`config.mk`:
```
export PLATFORM = sky130hd
export DESIGN_NAME = sdram_arbiter_flat
export DESIGN_NICKNAME = d
export VERILOG_FILES = /design/src/rtl/sdram_arbiter_if.sv /design/src/rtl/sdram_arbiter.sv /design/src/flat_wrapper.sv
export SDC_FILE = /design/constraint.sdc
export NUM_CORES = 1
export LEC_CHECK = 0
export CORE_MARGIN = 5
export CORE_UTILIZATION = 30
export CTS_BUF_LIST = sky130_fd_sc_hd__clkbuf_8
export DETAILED_ROUTE_END_ITERATION = 6
export SYNTH_ARGS = -nofsm -noshare
export SYNTH_HDL_FRONTEND = slang
export SYNTH_SLANG_ARGS = --single-unit
export TNS_END_PERCENT = 100
```
`constraint.sdc`:
```
create_clock -name i_clock -period 8.1 [get_ports i_clock]
set_input_delay 1.62 -clock i_clock [delete_from_list [all_inputs] [get_ports i_clock]]
set_output_delay 1.62 -clock i_clock [all_outputs]
set_load 0.1 [all_outputs]
```
`src/rtl/sdram_arbiter_if.sv`:
```
// ---------------------------------------------------------------------------
// sdram_arbiter_if
//   Bundles the four upstream client ports and the single downstream SDRAM
//   controller request/response side of sdram_arbiter.
//
//   Upstream (per port N, slice/bit N):
//     i_request, i_rw (1 = write), i_address, i_wdata, i_wmask -> arbiter
//     o_rdata, o_ready                                         <- arbiter
//   Downstream:
//     o_sdram_request, o_sdram_rw, o_sdram_address,
//     o_sdram_wdata, o_sdram_wmask                             <- arbiter
//     i_sdram_rdata, i_sdram_ready                             -> arbiter
//
//   Modports:
//     slave  - the arbiter's view
//     master - the client / controller-model view
// ---------------------------------------------------------------------------
interface sdram_arbiter_if #(
    parameter int unsigned DATA_WIDTH = 32
);
    logic [3:0]                  i_request;
    logic [3:0]                  i_rw;
    logic [3:0][31:0]            i_address;
    logic [3:0][DATA_WIDTH-1:0]  i_wdata;
    logic [3:0][3:0]             i_wmask;
    logic [3:0][DATA_WIDTH-1:0]  o_rdata;
    logic [3:0]                  o_ready;

    logic                        o_sdram_request;
    logic                        o_sdram_rw;
    logic [31:0]                 o_sdram_address;
    logic [DATA_WIDTH-1:0]       o_sdram_wdata;
    logic [3:0]                  o_sdram_wmask;
    logic [DATA_WIDTH-1:0]       i_sdram_rdata;
    logic                        i_sdram_ready;

    modport slave (
        input  i_request, i_rw, i_address, i_wdata, i_wmask,
        output o_rdata, o_ready,
        output o_sdram_request, o_sdram_rw, o_sdram_address,
               o_sdram_wdata, o_sdram_wmask,
        input  i_sdram_rdata, i_sdram_ready
    );

    modport master (
        output i_request, i_rw, i_address, i_wdata, i_wmask,
        input  o_rdata, o_ready,
        input  o_sdram_request, o_sdram_rw, o_sdram_address,
               o_sdram_wdata, o_sdram_wmask,
        output i_sdram_rdata, i_sdram_ready
    );
endinterface

```
`src/rtl/sdram_arbiter.sv`:
```
// ---------------------------------------------------------------------------
// sdram_arbiter
//   Four-port arbiter in front of a single SDRAM controller. Both sides use a
//   level handshake: request held until ready, ready held until request
//   drops. One transaction is in flight at a time (IDLE -> ISSUE -> RELEASE).
//
//   Ports:
//     i_clock  - single clock
//     i_reset  - asynchronous, active-high reset
//     bus      - sdram_arbiter_if.slave: upstream ports and SDRAM side
//
//   Configuration:
//     SDRAM_ARBITER_ROUND_ROBIN_EN defined   - round-robin search starting
//                                              after the last grant
//     SDRAM_ARBITER_ROUND_ROBIN_EN undefined - fixed priority, port 0 highest
// ---------------------------------------------------------------------------
module sdram_arbiter #(
    parameter int unsigned DATA_WIDTH = 32
) (
    input  logic           i_clock,
    input  logic           i_reset,
    sdram_arbiter_if.slave bus
);

    typedef enum logic [1:0] {
        IDLE,
        ISSUE,
        RELEASE
    } state_t;

    state_t                      state;
    logic [1:0]                  grant;
    logic [1:0]                  next_grant;
    logic [1:0]                  search_start;
    logic [1:0]                  search_idx;
    logic                        search_found;

    logic                        req_q;
    logic                        rw_q;
    logic [31:0]                 addr_q;
    logic [DATA_WIDTH-1:0]       wdata_q;
    logic [3:0]                  wmask_q;
    logic [3:0]                  ready_q;
    logic [3:0][DATA_WIDTH-1:0]  rdata_q;

`ifdef SDRAM_ARBITER_ROUND_ROBIN_EN
    logic [1:0]                  last_grant;

    assign search_start = last_grant + 2'd1;
`else
    assign search_start = 2'd0;
`endif

    // First requesting port at or after search_start (wrapping mod 4).
    always_comb begin
        next_grant   = search_start;
        search_idx   = search_start;
        search_found = 1'b0;
        for (int unsigned i = 0; i < 4; i++) begin
            search_idx = search_start + 2'(i);
            if (!search_found && bus.i_request[search_idx]) begin
                next_grant   = search_idx;
                search_found = 1'b1;
            end
        end
    end

    always_ff @(posedge i_clock or posedge i_reset) begin
        if (i_reset) begin
            state   <= IDLE;
            grant   <= '0;
            req_q   <= 1'b0;
            rw_q    <= 1'b0;
            addr_q  <= '0;
            wdata_q <= '0;
            wmask_q <= '0;
            ready_q <= '0;
            rdata_q <= '0;
`ifdef SDRAM_ARBITER_ROUND_ROBIN_EN
            last_grant <= 2'd3;
`endif
        end else begin
            case (state)
                IDLE: begin
                    // Holding off while the controller still shows ready lets
                    // a controller stranded mid-handshake by reset drain first.
                    if (|bus.i_request && !bus.i_sdram_ready) begin
                        grant   <= next_grant;
                        rw_q    <= bus.i_rw[next_grant];
                        addr_q  <= bus.i_address[next_grant];
                        wdata_q <= bus.i_wdata[next_grant];
                        wmask_q <= bus.i_wmask[next_grant];
                        req_q   <= 1'b1;
                        state   <= ISSUE;
                    end
                end
                ISSUE: begin
                    if (bus.i_sdram_ready) begin
                        req_q <= 1'b0;
                        // A port that gave up during ISSUE gets neither data
                        // nor ready; the downstream access still completes.
                        if (bus.i_request[grant]) begin
                            ready_q[grant] <= 1'b1;
                            if (!rw_q) begin
                                rdata_q[grant] <= bus.i_sdram_rdata;
                            end
                        end
                        state <= RELEASE;
                    end
                end
                RELEASE: begin
                    if (!bus.i_request[grant]) begin
                        ready_q[grant] <= 1'b0;
                    end
                    if (!bus.i_sdram_ready && !bus.i_request[grant] && !ready_q[grant]) begin
                        state <= IDLE;
`ifdef SDRAM_ARBITER_ROUND_ROBIN_EN
                        last_grant <= grant;
`endif
                    end
                end
                default: state <= IDLE;
            endcase
        end
    end

    assign bus.o_sdram_request = req_q;
    assign bus.o_sdram_rw      = rw_q;
    assign bus.o_sdram_address = addr_q;
    assign bus.o_sdram_wdata   = wdata_q;
    assign bus.o_sdram_wmask   = wmask_q;
    assign bus.o_ready         = ready_q;
    assign bus.o_rdata         = rdata_q;

endmodule
```
`src/flat_wrapper.sv`:
```
// flat-port wrapper written by rule: the top's interface ports become plain ports
module sdram_arbiter_flat 
#(
    parameter int unsigned DATA_WIDTH = 32
)
  (i_clock, i_reset, bus_i_request, bus_i_rw, bus_i_address, bus_i_wdata, bus_i_wmask, bus_o_rdata, bus_o_ready, bus_o_sdram_request, bus_o_sdram_rw, bus_o_sdram_address, bus_o_sdram_wdata, bus_o_sdram_wmask, bus_i_sdram_rdata, bus_i_sdram_ready);
  sdram_arbiter_if #(.DATA_WIDTH(DATA_WIDTH)) bus_i ();
  input  logic i_clock;
  input  logic i_reset;
  input wire logic [$bits(bus_i.i_request)-1:0] bus_i_request;
  input wire logic [$bits(bus_i.i_rw)-1:0] bus_i_rw;
  input wire logic [$bits(bus_i.i_address)-1:0] bus_i_address;
  input wire logic [$bits(bus_i.i_wdata)-1:0] bus_i_wdata;
  input wire logic [$bits(bus_i.i_wmask)-1:0] bus_i_wmask;
  output wire logic [$bits(bus_i.o_rdata)-1:0] bus_o_rdata;
  output wire logic [$bits(bus_i.o_ready)-1:0] bus_o_ready;
  output wire logic [$bits(bus_i.o_sdram_request)-1:0] bus_o_sdram_request;
  output wire logic [$bits(bus_i.o_sdram_rw)-1:0] bus_o_sdram_rw;
  output wire logic [$bits(bus_i.o_sdram_address)-1:0] bus_o_sdram_address;
  output wire logic [$bits(bus_i.o_sdram_wdata)-1:0] bus_o_sdram_wdata;
  output wire logic [$bits(bus_i.o_sdram_wmask)-1:0] bus_o_sdram_wmask;
  input wire logic [$bits(bus_i.i_sdram_rdata)-1:0] bus_i_sdram_rdata;
  input wire logic [$bits(bus_i.i_sdram_ready)-1:0] bus_i_sdram_ready;
  assign bus_i.i_request = bus_i_request;
  assign bus_i.i_rw = bus_i_rw;
  assign bus_i.i_address = bus_i_address;
  assign bus_i.i_wdata = bus_i_wdata;
  assign bus_i.i_wmask = bus_i_wmask;
  assign bus_o_rdata = bus_i.o_rdata;
  assign bus_o_ready = bus_i.o_ready;
  assign bus_o_sdram_request = bus_i.o_sdram_request;
  assign bus_o_sdram_rw = bus_i.o_sdram_rw;
  assign bus_o_sdram_address = bus_i.o_sdram_address;
  assign bus_o_sdram_wdata = bus_i.o_sdram_wdata;
  assign bus_o_sdram_wmask = bus_i.o_sdram_wmask;
  assign bus_i.i_sdram_rdata = bus_i_sdram_rdata;
  assign bus_i.i_sdram_ready = bus_i_sdram_ready;
  sdram_arbiter #(.DATA_WIDTH(DATA_WIDTH)) u_core (.i_clock(i_clock), .i_reset(i_reset), .bus(bus_i));
endmodule
```
; ---- Yosys cells after proc, flatten, opt, wreduce, memory -nomap -nowiden
; Index checks and enable logic that the tools add are counted.
[totals]
inputBits = 315
elab_cells = 82
output_inout_bits = 202
regBits = 206
[classes]
order_cmp = 3
n_reduce_logical = 22
mux = 34
bitwise = 4
n_eq_ne = 7
[op_table]
columns = cell, n
row1 = $bmux W32 S2, 2
row2 = $bwmux W128, 1
row3 = $mux W32, 3
row4 = $demux W32 S2, 1
row5 = $mux W4, 4
row6 = $mux W1, 10
row7 = $mux W2, 5
row8 = $bmux W4 S2, 1
row9 = $pmux W4 S2, 1
row10 = $reduce_and A4 Y1, 2
row11 = $logic_and A1 B1 Y1, 7
row12 = $bmux W1 S2, 3
row13 = $logic_not A1 Y1, 6
row14 = $lt A2 B3 Y1 const B, 2
row15 = $ne A2 B1 Y1 const B, 3
row16 = $pmux W2 S3, 1
row17 = $reduce_and A3 Y1, 2
row18 = $and A4 B4 Y4, 1
row19 = $ne A2 B2 Y1 const B, 2
row20 = $not A4 Y4, 1
row21 = $or A4 B4 Y4, 1
row22 = $reduce_bool A2 Y1, 2
row23 = $reduce_or A4 Y1, 1
row24 = $demux W1 S2, 1
row25 = 7 further kinds, 7

; ---- Logic depth before layout (Yosys ltp)
; Gate-level depths: netlist of run 1.
[depth]
depth_word = 12
depth_mapped = 6

; ---- Least setup slack after synthesis of run 1
; No wires, ideal clock.
[synth_path]
path_kind = input-to-reg
startpoint = input bus_i_request[2]
endpoint = register u_core.wdata_q[0], in the netlist u_core.bus.o_sdram_wdata[0]
path_slack_ns = 5.285
setup_time_ns = 0.132
stages = 6
arrival_time_ns = 2.683
path_buffers = 3
cell_sequence = buf_2 > or4b_1 > buf_2 > buf_4 > nor2_2 > o41ai_2
[synth_between]
elab_chain_cells = 7
word_cells_on_any_way = 11
cone_classes = 5 x mux / 6 x reduce/logical
[synth_rtl]
columns = element, line_no
row1 = "start, declared", flat_wrapper.sv:10  ; input wire logic [$bits(bus_i.i_request)-1:0] bus_i_request;
row2 = $logic_and A1 B1 Y1, sdram_arbiter.sv:61  ; if (!search_found && bus.i_request[search_idx]) begin
row3 = $mux W1, sdram_arbiter.sv:61
row4 = $logic_not A1 Y1, sdram_arbiter.sv:61
row5 = $logic_and A1 B1 Y1, sdram_arbiter.sv:61
row6 = $mux W2, sdram_arbiter.sv:61
row7 = $bmux W32 S2, sdram_arbiter.sv:91  ; wdata_q <= bus.i_wdata[next_grant];
row8 = $mux W32 (not written as such), sdram_arbiter.sv:91
row9 = "end signal, assigned", sdram_arbiter.sv:91
row10 = "end, declared", sdram_arbiter.sv:41  ; logic [DATA_WIDTH-1:0] wdata_q;
; Parallel ways exist; a longest one is shown, timed or not. The select of a mux whose other input is x is not followed.
; A chain may end at the register's enable or synchronous reset.

; ---- Final worst setup path of run 1
[layout_path]
startpoint = register u_core.rw_q, in the netlist u_core.bus.o_sdram_rw
endpoint = output bus_o_sdram_rw
[layout_rtl]
columns = element, line_no
row1 = "start, declared", sdram_arbiter.sv:39  ; logic rw_q;
row2 = "start signal, assigned", sdram_arbiter.sv:89  ; rw_q <= bus.i_rw[next_grant];
row3 = "end, declared", flat_wrapper.sv:18  ; output wire logic [$bits(bus_i.o_sdram_rw)-1:0] bus_o_sdram_rw;
; No word-level cell between the ends.

==> reports/results.txt, run 1 <==
TritonCTS built the clock tree. Once the floorplan was initialized, standard cells occupied 30.4% of the core. The number of antenna violations at the first check in global routing came out at 6.

The worst setup path is launched from a flop. Slew of the pin with the lowest slew margin: 1.06 ns. Max-cap violations in this run came to 0. Setup repair after global routing left no endpoint under its margin. The tools report the clock tree root buffer cell as clkbuf_8.

The cell count after synthesis came out at 994. The critical path goes through clkdlybuf4s50_1. The post-CTS clock slew at the launch and capture registers of the worst setup and hold paths was 0.06 ns; the maximum number of pins on one net before global-route repair was 117. In the routed design, unresolved DRC markers number 0.

The flow ran to the end, and the final reports show no timing, DRC or antenna violations. The type of the worst setup path was flop to output port. The floorplan step set the die height to 200 microns. Counting every sink on the clock net gives 206.

The initialized floorplan defines 69 standard-cell rows. For the final routed database, the setup TNS stands at 0 ns. Using the TritonRoute via totals, the vias-per-cell ratio works out to 5.25. The number of fill cells was 3,335. The net total in the final layout was 1,779; the average detailed-routed wire length per instance was 23.2 microns. The final core utilization is 47.6%, and the post-route fraction of the period consumed by the critical path is 46.5%. The tools report the clock skew after layout as 0.0138 ns.

The worst setup path is captured at an output port. The final number of hold-violating endpoints was 0; the area occupied by multi-input gates was 5110 sq um. Gates resized during post-CTS repair numbered 0.

Routability-driven placement finished with a final weighted congestion of 0.886. In this run the worst path has a maximum fanout of 3. The run gives 10,300 as the total via count in the routed design. For the CTS H-tree depth, the log shows 2. The number of buffers inserted to repair setup after CTS was 0; the number of flip-flops and latches in the synthesized netlist was 206. The first global-routing pass estimated 67,100 microns of wire. The cell area after synthesis is 10,800 sq um, and the relative area change from synthesis to final layout is 56.8%.

In this run, post-CTS hold repair placed 0 buffers. Flip-flop and latch area: 5150 sq um. The run gives 28.9% as the relative max-transition margin.

The total iterations of the first detailed-routing run was 5; the worst vdd rail ir drop was 0.000338 V. For the DRC marker count from the first detailed-route iteration, the log shows 398. Leaving out fill and tap cells, the most frequent cells in the layout are clkdlybuf4s50_1 (512), dfrtp_1 (206), mux2_2 (106), nor2_1 (72), o21ai_0 (72). The tools report the post-detailed-route count of antenna-violating nets as 0. The max-slew violation count is 0, and the die outline area is 39,900 sq um. The wire-length estimate of the detail-placed layout is 31,700 microns.

The run gives 2.15 ns as the data arrival at the endpoint of the critical path. Most frequent standard cell in the layout excluding fill and tap cells: clkdlybuf4s50_1. Averaged over all synthesized cells, the footprint is 10.9 sq um. STA puts the critical path data required time at 6.48 ns. The clock insertion delay at the later pin of the skew report is 0.53 ns.

The die boundary width was 200 microns. In this run the worst hold path is classified as flop to flop. The maximum clock frequency is 265 MHz.

For this design the static power due to leakage is 6.83 nW. The run gives 21.5% as the global routing usage summed across all routing layers. The number of clock buffers added by TritonCTS is 40. On the critical path the largest part of the delay comes from buffers and inverters. For the register area share after synthesis, the log shows 47.7%.

The number of global-route vias before repair is 10,600, and the total grt overflow is 0. Master of the slowest instance on the critical path: clkdlybuf4s50_1. Of all flip-flops after synthesis, the portion carrying an async set or reset was 100%.

In this run the deepest clock path goes through 3 buffers. Setup violation total in the final timing report: 0. For the finished layout, the period the worst path requires is 3.77 ns. The buffers plus inverters on the worst setup path was 1; the post-synth net total was 1,309.

For the area of the placeable core, the log shows 35,600 sq um. Yosys mapped the design onto 49 distinct sky130hd cell types. Among all flip-flop cells after synthesis, the most frequent one is dfrtp_1.

The number of synthesized flops with an enable pin was 0; the total wirelength of the detailed-routed design was 45,300 microns. During placement, the flow inserted port buffers numbering 516. The number of placed I/O pins is 517, and the total power divided by cell area is 444 nW/um^2. The largest single stage delay on the critical path is 1.20 ns. For this run, the number of Yosys warnings is 0.

The fraction of layout instances using a drive strength above 1 is 19.5%.
-- per-stage QoR --
| stage | instance area (sq um) | worst slack, ns | power (mW) | hold WS (ns) | cells |
|---|---|---|---|---|---|
| 2_1_floorplan | 10800 | 0.856 | 5.23 | 0.599 | 994 |
| 3_3_place_gp | 16100 | 3.80 | 6.49 | 0.467 | 1883 |
| 3_5_place_dp | 16100 | 3.79 | 6.51 | 0.474 | 1883 |
| 4_1_cts | 16900 | 4.24 | 7.58 | 0.487 | 1950 |
| 5_1_grt | 16900 | 4.22 | 7.78 | 0.509 | 1956 |
| 6_report | 16900 | 4.33 | 7.51 | 0.486 | 1956 |
-- synthesized netlist by cell type (12+ instances only) --
| cell type | instances | area [sq um] |
|---|---|---|
| a21oi_1 | 68 | 340 |
| buf_2 | 35 | 175 |
| clkbuf_1 | 49 | 184 |
| dfrtp_1 | 206 | 5150 |
| mux2_1 | 12 | 135 |
| mux2_2 | 106 | 1190 |
| nor2_1 | 72 | 270 |
| nor3b_1 | 17 | 128 |
| o21ai_0 | 72 | 360 |
| o22ai_1 | 60 | 375 |
| o41ai_1 | 48 | 420 |
| o41ai_2 | 12 | 195 |
| or3_1 | 61 | 382 |
| or3b_2 | 60 | 526 |
-- logic make-up (layout without fill, tap and decap cells) --
group	count (synthesis)	in the layout	share of synthesized area, %
AOI/OAI and AO/OA	293	293	18.1
and+or+nand+nor	258	258	15.1
DFF	206	206	47.7
muxes	129	129	13.9
buffers and inverters	107	602	5.07
xor gates and xnor gates	1	1	0.0811
other	0	6	0
-- registers in the layout, indices dropped and copies added (netlist names), named ones only --
register and flops:
u_core.bus.o_sdram_wdata 32, u_core.bus.o_rdata 128, u_core.bus.o_sdram_wmask 4, u_core.bus.o_sdram_rw 1
u_core.bus.o_sdram_request 1, u_core.bus.o_sdram_address 32, u_core.state 2, u_core.grant 2
-- power breakdown --
group          switching (mW)  internal, mW  leakage (nW)
combinational            3.64          1.16          3.74
sequential              0.242          1.44          2.65
clock                   0.466         0.565         0.441
-- routing by layer --
metal / part of all wire [%] / GRT usage (%) / vias to the layer above / wire [microns]
li1: - / - / 4681 / -
met1: 39 / 26.7 / 5002 / 17600
met2: 48 / 35.7 / 492 / 21800
met3: 9.2 / 6.23 / 89 / 4170
met4: 3.7 / 8.08 / 0 / 1670
met5: 0 / 0 / - / 0
-- final cells by class --
type / instances / area share (%)
repair buffers: 532 / 31.1
flip-flops and latches: 206 / 30.4
multi-input cells: 681 / 30.2
clock buffers: 51 / 4.15
well taps: 461 / 3.41
clock inverters: 16 / 0.480
inverters: 3 / 0.111
diodes: 6 / 0.0887
-- path summary, 6_finish.rpt --
check,from,endpoint,slack (ns),depth (start not counted)
setup / recovery,u_core.bus.o_sdram_rw,bus_o_sdram_rw,4.33,1
hold / removal,u_core.bus.o_rdata[87],u_core.bus.o_rdata[87],0.49,1
setup reg to reg,u_core.state[1],u_core.bus.o_rdata[127],5.63,3
hold reg to reg,u_core.bus.o_rdata[87],u_core.bus.o_rdata[87],0.49,1
max in group asynchronous,i_reset,u_core.bus.o_rdata[93],5.09,3
min in group asynchronous,i_reset,u_core.bus.o_rdata[62],1.62,2
Note: power is estimated with default switching activity, not from simulation.
==> run 2: changes to the inputs <==
clock period = 3.5 ns   (was 8.1 ns; I/O delays follow)
==> reports/results.txt, run 2 (synthesis results as in run 1) <==
Post-detailed-route count of antenna-violating nets: 0 (unchanged). The post-placement setup slack was 0.592 ns (-3.20 ns); the final weighted congestion in routability-driven placement was 0.893 (+0.81%). The die height is 200 microns (unchanged), and the global routing usage summed across all routing layers is 21.6% (+0.12 points).

Logic depth of the worst register-to-register path: 4 (+1). Master of the slowest instance on the critical path: clkdlybuf4s50_1. The number of antenna violations at the first check in global routing was 11 (+5). The average detailed-routed wire length per instance is 23.2 microns (+0.20%). The critical path's largest stage delay was 1.16 ns (-0.04 ns); the maximum net fanout on the critical path was 2 (-1). In this run the critical register-to-register path is captured at u_core.bus.o_rdata[39]. The tools report the required arrival time at the worst endpoint as 2.80 ns (-3.68 ns). Derived from the worst setup path, the maximum achievable clock frequency is 361 MHz. The data arrival at the endpoint of the critical path came out at 2.07 ns (-0.08 ns). In the layout the commonest cells are clkdlybuf4s50_1 (434), dfrtp_1 (206), mux2_2 (106), buf_4 (94). The post-route total power is 17.2 mW (+130%), and the count of hold buffers inserted by post-cts repair is 0 (unchanged).

The final number of hold-violating endpoints is 0 (unchanged). For the relative max-transition margin, the log shows 31.4% (+2.5 points). The total power divided by cell area works out to 1020 nW/um^2 (+130%).

The tools report the register-to-register path setup slack as 1.39 ns (-4.24 ns). The tools report the number of fill cells as 3,418 (+2.5%). The number of port buffers came out at 516 (unchanged). For the max-slew violation count, the log shows 0 (unchanged). The signal on the critical path passes through clkdlybuf4s50_1. The number of global-route vias before repair came out at 10,600 (+0.094%).

Number of stages on the worst hold path: 1 (unchanged). The endpoint type of the worst setup path was an output port. The smallest setup slack after layout came out at 0.730 ns (-3.60 ns). The effective utilization at floorplan was 30.4% (unchanged). The minimum period implied by the final worst setup slack was 2.77 ns; the number of buffers inserted to repair setup after CTS was 0 (unchanged). Type of the worst setup path: flop to output port. Kind of start point of the critical path: a flop.

The area occupied by multi-input gates is 5110 sq um (about the same). The number of flip-flops under the largest register name was 128 (unchanged). The family of cells with the greatest summed delay on the critical path was buffers and inverters.

The fraction of layout instances using a drive strength above 1 works out to 24.7% (+5.2 points). Clock tree root buffer cell: clkbuf_8. The setup violation total in the final timing report was 0 (unchanged).

Class of the tightest hold or removal check: flop to flop. For the maximum number of pins on one net before global-route repair, the log shows 123 (+5.1%). The number of instances resized during post-cts repair was 0 (unchanged); the flip-flop and latch area was 5150 sq um (unchanged). For the number of cell rows, the log shows 69 (unchanged). The CTS H-tree depth was 2 (unchanged). The die boundary width came out at 200 microns (unchanged). For the total iterations of the first detailed-routing run, the log shows 5 (unchanged). The post-DP HPWL was 32,700 microns (+3.1%); the clock insertion delay at the later pin of the skew report was 0.52 ns (about the same).

The total wirelength of the detailed-routed design is 45,600 microns (+0.66%). The TritonCTS sink count is 206 (unchanged), and the buffers plus inverters on the worst setup path is 1 (unchanged). The post-route fraction of the period consumed by the critical path is 79.2%. The number of vias per cell after detailed routing came out at 5.26 (+0.31%). The start of the worst register-to-register path was u_core.state[1]. The post-CTS clock slew at the launch and capture registers of the worst setup and hold paths was 0.06 ns (about the same). The worst hold endpoint was u_core.bus.o_rdata[125]. The leakage power of the design was 6.99 nW (+2.4%); the number of buffers added by the clock tree synthesis step was 39 (-2.5%). The slew of the pin with the lowest slew margin is 1.03 ns (-0.0369 ns). The die outline area was 39,900 sq um (unchanged). The total grt overflow is 0 (unchanged), and the DRC marker count from the first detailed-route iteration is 584 (+47%). The clock skew after layout came out at 0.0193 ns (+0.00542 ns).

The met3 routing resource usage after global routing is 5.84% (-0.39 points). The number of placed I/O pins came out at 517 (unchanged). The relative area change from synthesis to final layout is 56.2%.

The first-pass GRT wire length is 66,900 microns (-0.30%). The setup total negative slack is 0 ns (unchanged). The layer flagged by global routing as most heavily used is met2.

The clock tree buffer depth was 3 (unchanged). The most frequent standard cell in the layout excluding fill and tap cells is clkdlybuf4s50_1. Number of design rule violations left after detail routing: 0 (unchanged). The number of max-cap violations was 0 (unchanged). The run gives 35,600 sq um (unchanged) as the area of the placeable core. The tools report the total via count in the routed design as 10,300 (+0.77%).

Setup repair after global routing left no endpoint under its margin. The net total in the final layout was 1,786 (+0.39%). Met1 track demand over resource: 27.5% (+0.79 points). Global-route track usage on met2: 35.1% (-0.65 points). TritonCTS built the clock tree. The flow ran to the end, and the final reports show no timing, DRC or antenna violations. The run gives 0.000825 V (+140%) as the worst vdd rail ir drop.

The tools report the beginning of the worst hold path as u_core.bus.o_rdata[125].
==> run 2: cell types whose count changed in the layout (fill, tap and decap cells not counted), moves of 4 or more <==
cell | before | now
clkdlybuf4s50_1 | 512 | 434
buf_4 | 18 | 94
diode_2 | 6 | 11
buf_12 | 0 | 9
inv_1 | 10 | 14
clkbuf_8 | 51 | 46
==> run 2: final cells by class <==
cell class	count	area share [%]
timing repair buffer	540	31.1
sequential	206	30.6
multi-input combinational	681	30.3
clock buffer	46	3.75
tap	461	3.42
clock inverter	17	0.594
antenna	11	0.163
inverter	3	0.0890
==> run 2: how the worst max path moves through the flow <==
stage,cells past startpoint,endpoint,start
after floorplan,1,asynchronous set/reset pin,i_reset
after global placement,5,u_core.bus.o_sdram_wdata[6],bus_i_sdram_ready
after detailed placement,5,u_core.bus.o_sdram_wdata[11],bus_i_sdram_ready
after CTS,1,bus_o_sdram_wdata[18],u_core.bus.o_sdram_wdata[18]
after global routing,1,bus_o_sdram_wdata[18],u_core.bus.o_sdram_wdata[18]
final,1,bus_o_sdram_address[13],u_core.bus.o_sdram_address[13]
==> run 2: power by group <==
part	internal (mW)	switching [mW]	total [mW]
Clock	1.26	1.02	2.28
Sequential	3.34	0.603	3.94
Combinational	2.57	8.43	11.0
==> run 2: stage by stage <==
step	hold WS, ns	std cells	util [%]	cell area (sq um)
floorplan	0.599	994	-	10800
global placement	0.468	1891	45.3	16100
detailed placement	0.477	1891	45.3	16100
CTS	0.489	1954	47.3	16800
global route	0.516	1965	47.4	16900
finish	0.483	1965	47.4	16900
==> run 2: routing by layer <==
layer / up-vias / share of wire, %
met1: 5054 / 39
met4: 2 / 3.3
met5: - / 0.079
li1: 4700 / -
met2: 496 / 48
met3: 91 / 9.0
==> run 3: changes to the inputs <==
clock period = 2.2 ns   (was 3.5 ns; I/O delays follow)
==> reports/results.txt, run 3 (synthesis results as in run 1) <==
The tools report the post-DP HPWL as 33,200 microns (+1.7%). The logs give 67,100 microns (+0.30%) for the first-pass GRT wire length and 2.59 ns (-0.21 ns) for the required arrival time at the worst endpoint. In the layout the commonest cells are clkdlybuf4s50_1 (310), buf_4 (226), dfrtp_1 (206), mux2_2 (106). Number of instances resized during post-cts repair: 0 (unchanged). The number of vias per cell after detailed routing is 5.21 (-0.93%), and the number of design rule violations left after detail routing is 0 (unchanged). The net total in the final layout came out at 1,803 (+0.95%). The critical path's largest stage delay is 0.56 ns (-0.60 ns), and the post-detailed-route count of antenna-violating nets is 0 (unchanged). The slowest stage of the critical path is the dfrtp_1 cell. The average detailed-routed wire length per instance is 22.9 microns (-1.2%). The relative max-transition margin was 72.9% (+42 points). The tools report the number of buffers inserted to repair setup after CTS as 0 (unchanged). The met3 wire length was 3920 microns (-4.1%); the die height was 200 microns (unchanged). The post-placement setup slack is -0.138 ns (-0.730 ns), and the total power divided by cell area is 1610 nW/um^2 (+58%). Maximum net fanout on the critical path: 23 (+21). The number of flip-flops under the largest register name is 128 (unchanged). The highest metal layer carrying signal wires in the routed design is met4.

Final number of hold-violating endpoints: 0 (unchanged). The TritonCTS sink count came out at 206 (unchanged). The clock tree buffer depth came out at 3 (unchanged).

The tools report the data arrival at the endpoint of the critical path as 2.29 ns (+0.22 ns). Kind of start point of the critical path: a flop. For the post-route met1 wirelength, the log shows 18,100 microns (+0.96%). Number of cell rows: 69 (unchanged). The total wirelength of the detailed-routed design came out at 45,600 microns (about the same). The tools report the startpoint of the worst setup timing path as u_core.state[0].

The library cell used most frequently in the layout, excluding fill and tap cells, is clkdlybuf4s50_1. The flow ran to the end, and the final reports show no timing, DRC or antenna violations. The family of cells with the greatest summed delay on the critical path was simple AND/OR/NAND/NOR gates. The total met2 wirelength after detailed routing was 22,300 microns (+1.2%). The run gives 30.4% (unchanged) as the effective utilization at floorplan.

The number of port buffers was 516 (unchanged); the post-route total power was 27.1 mW (+57%). The class of the tightest hold or removal check is input pin to asynchronous set/reset pin. The setup violation total in the final timing report came out at 0 (unchanged).

The count of hold buffers inserted by post-cts repair came out at 0 (unchanged). The tools report the number of placed I/O pins as 517 (unchanged). STA classifies the critical path endpoint as a flop.

Based on the critical path, the design can be clocked at up to 527 MHz. The tools report the global routing usage summed across all routing layers as 21.6% (about the same). The total via count in the routed design was 10,400 (+0.18%).

The run gives 12 (+1) as the number of antenna violations at the first check in global routing. The area occupied by multi-input gates is 5110 sq um (unchanged), and the DRC marker count from the first detailed-route iteration is 571 (-2.2%). For the total grt overflow, the log shows 0 (unchanged).

The max-slew violation count was 0 (unchanged); the clock insertion delay at the later pin of the skew report was 0.52 ns (about the same). For the die outline area, the log shows 39,900 sq um (unchanged). The clock tree root buffer cell was clkbuf_8.

In the finished design, the share of the clock period the worst path needs comes to 86.2%. The run gives 2 (unchanged) as the CTS H-tree depth. The post-CTS clock slew at the launch and capture registers of the worst setup and hold paths was 0.07 ns (about the same).

The number of global-route vias before repair is 10,700 (+0.61%), and the number of max-cap violations is 0 (unchanged). The total iterations of the first detailed-routing run was 5 (unchanged). The final weighted congestion in routability-driven placement is 0.890 (-0.35%). TritonCTS built the clock tree. The buffers plus inverters on the worst setup path was 1 (unchanged). Setup repair after global routing left no endpoint under its margin.

The maximum number of pins on one net before global-route repair came out at 85 (-31%). The tools report the number of fill cells as 3,375 (-1.3%). The slew of the pin with the lowest slew margin is 0.406 ns (-0.620 ns). The die boundary width came out at 200 microns (unchanged). The tools report the worst vdd rail ir drop as 0.00161 V (+95%). The start of the worst register-to-register path was u_core.state[0]. The critical path goes through and4bb_4, and4_2, buf_12, mux2_2. The clock skew after layout came out at 0.0200 ns (+0.000693 ns). From synthesis to final layout, the design area changed by 55.6%.

The type of the worst setup path was flop to flop. The logs give 7.32 nW (+4.6%) for the leakage power of the design and 35,600 sq um (unchanged) for the area of the placeable core. The worst hold margin is 0.256 ns (-0.227 ns), and the fraction of layout instances using a drive strength above 1 is 34.0% (+9.3 points). The smallest setup slack after layout is 0.304 ns (-0.426 ns), and the number of buffers added by the clock tree synthesis step is 38 (-2.6%).

The tools report the flip-flop and latch area as 5150 sq um (unchanged). The minimum period implied by the final worst setup slack was 1.90 ns.
## run 3: changes by cell type in the layout (fill, tap and decap cells not counted)
cell             change
buf_4              +132
clkdlybuf4s50_1    -124
buf_12              +10
clkinv_2             +5
bufinv_16            -1
clkinvlp_4           -1
diode_2              +1
inv_1                -1
inv_6                +1
## run 3: final timing paths
check | to | slack (ns) | cells past startpoint
setup / recovery | u_core.bus.o_rdata[122] | 0.30 | 4
max in group asynchronous | u_core.bus.o_sdram_address[23] | 1.24 | 3
min in group i_clock | u_core.bus.o_sdram_address[27] | 0.36 | 3
setup reg to reg | u_core.bus.o_rdata[122] | 0.30 | 4
hold reg to reg | u_core.bus.o_rdata[88] | 0.50 | 1
hold / removal | u_core.bus.o_rdata[0] | 0.26 | 2
## run 3: power breakdown
| group | internal (mW) | switching [mW] | total, mW | leakage, nW |
|---|---|---|---|---|
| combinational | 3.85 | 13.4 | 17.3 | 4.24 |
| clock | 1.90 | 1.64 | 3.53 | 0.427 |
| sequential | 5.31 | 0.981 | 6.29 | 2.65 |
| total | 11.1 | 16.0 | 27.1 | 7.32 |
## run 3: area by class of cell
cell class                 instances  share of cell area (%)
sequential                       206                    30.7
inverter                           3                  0.0893
multi-input combinational        681                    30.4
tap                              461                    3.43
clock buffer                      46                    3.77
antenna                           12                   0.179
clock inverter                    20                   0.551
timing repair buffer             558                    30.9
## run 3: per-stage QoR
stage,setup TNS (ns),std cells,utilization [%],area (sq um)
after floorplan,-187.93,994,-,10800
after global placement,-7.18,1909,45.1,16100
after detailed placement,-8.96,1909,45.1,16100
after CTS,0,1975,47.2,16800
after global routing,0,1987,47.3,16800
final,0,1987,47.3,16800
## run 3: per-layer routing
layer	vias up	GRT usage (%)
li1	4750	-
met1	5058	27.1
met2	485	35.8
met3	69	6.08
met4	0	7.80
met5	-	1.08
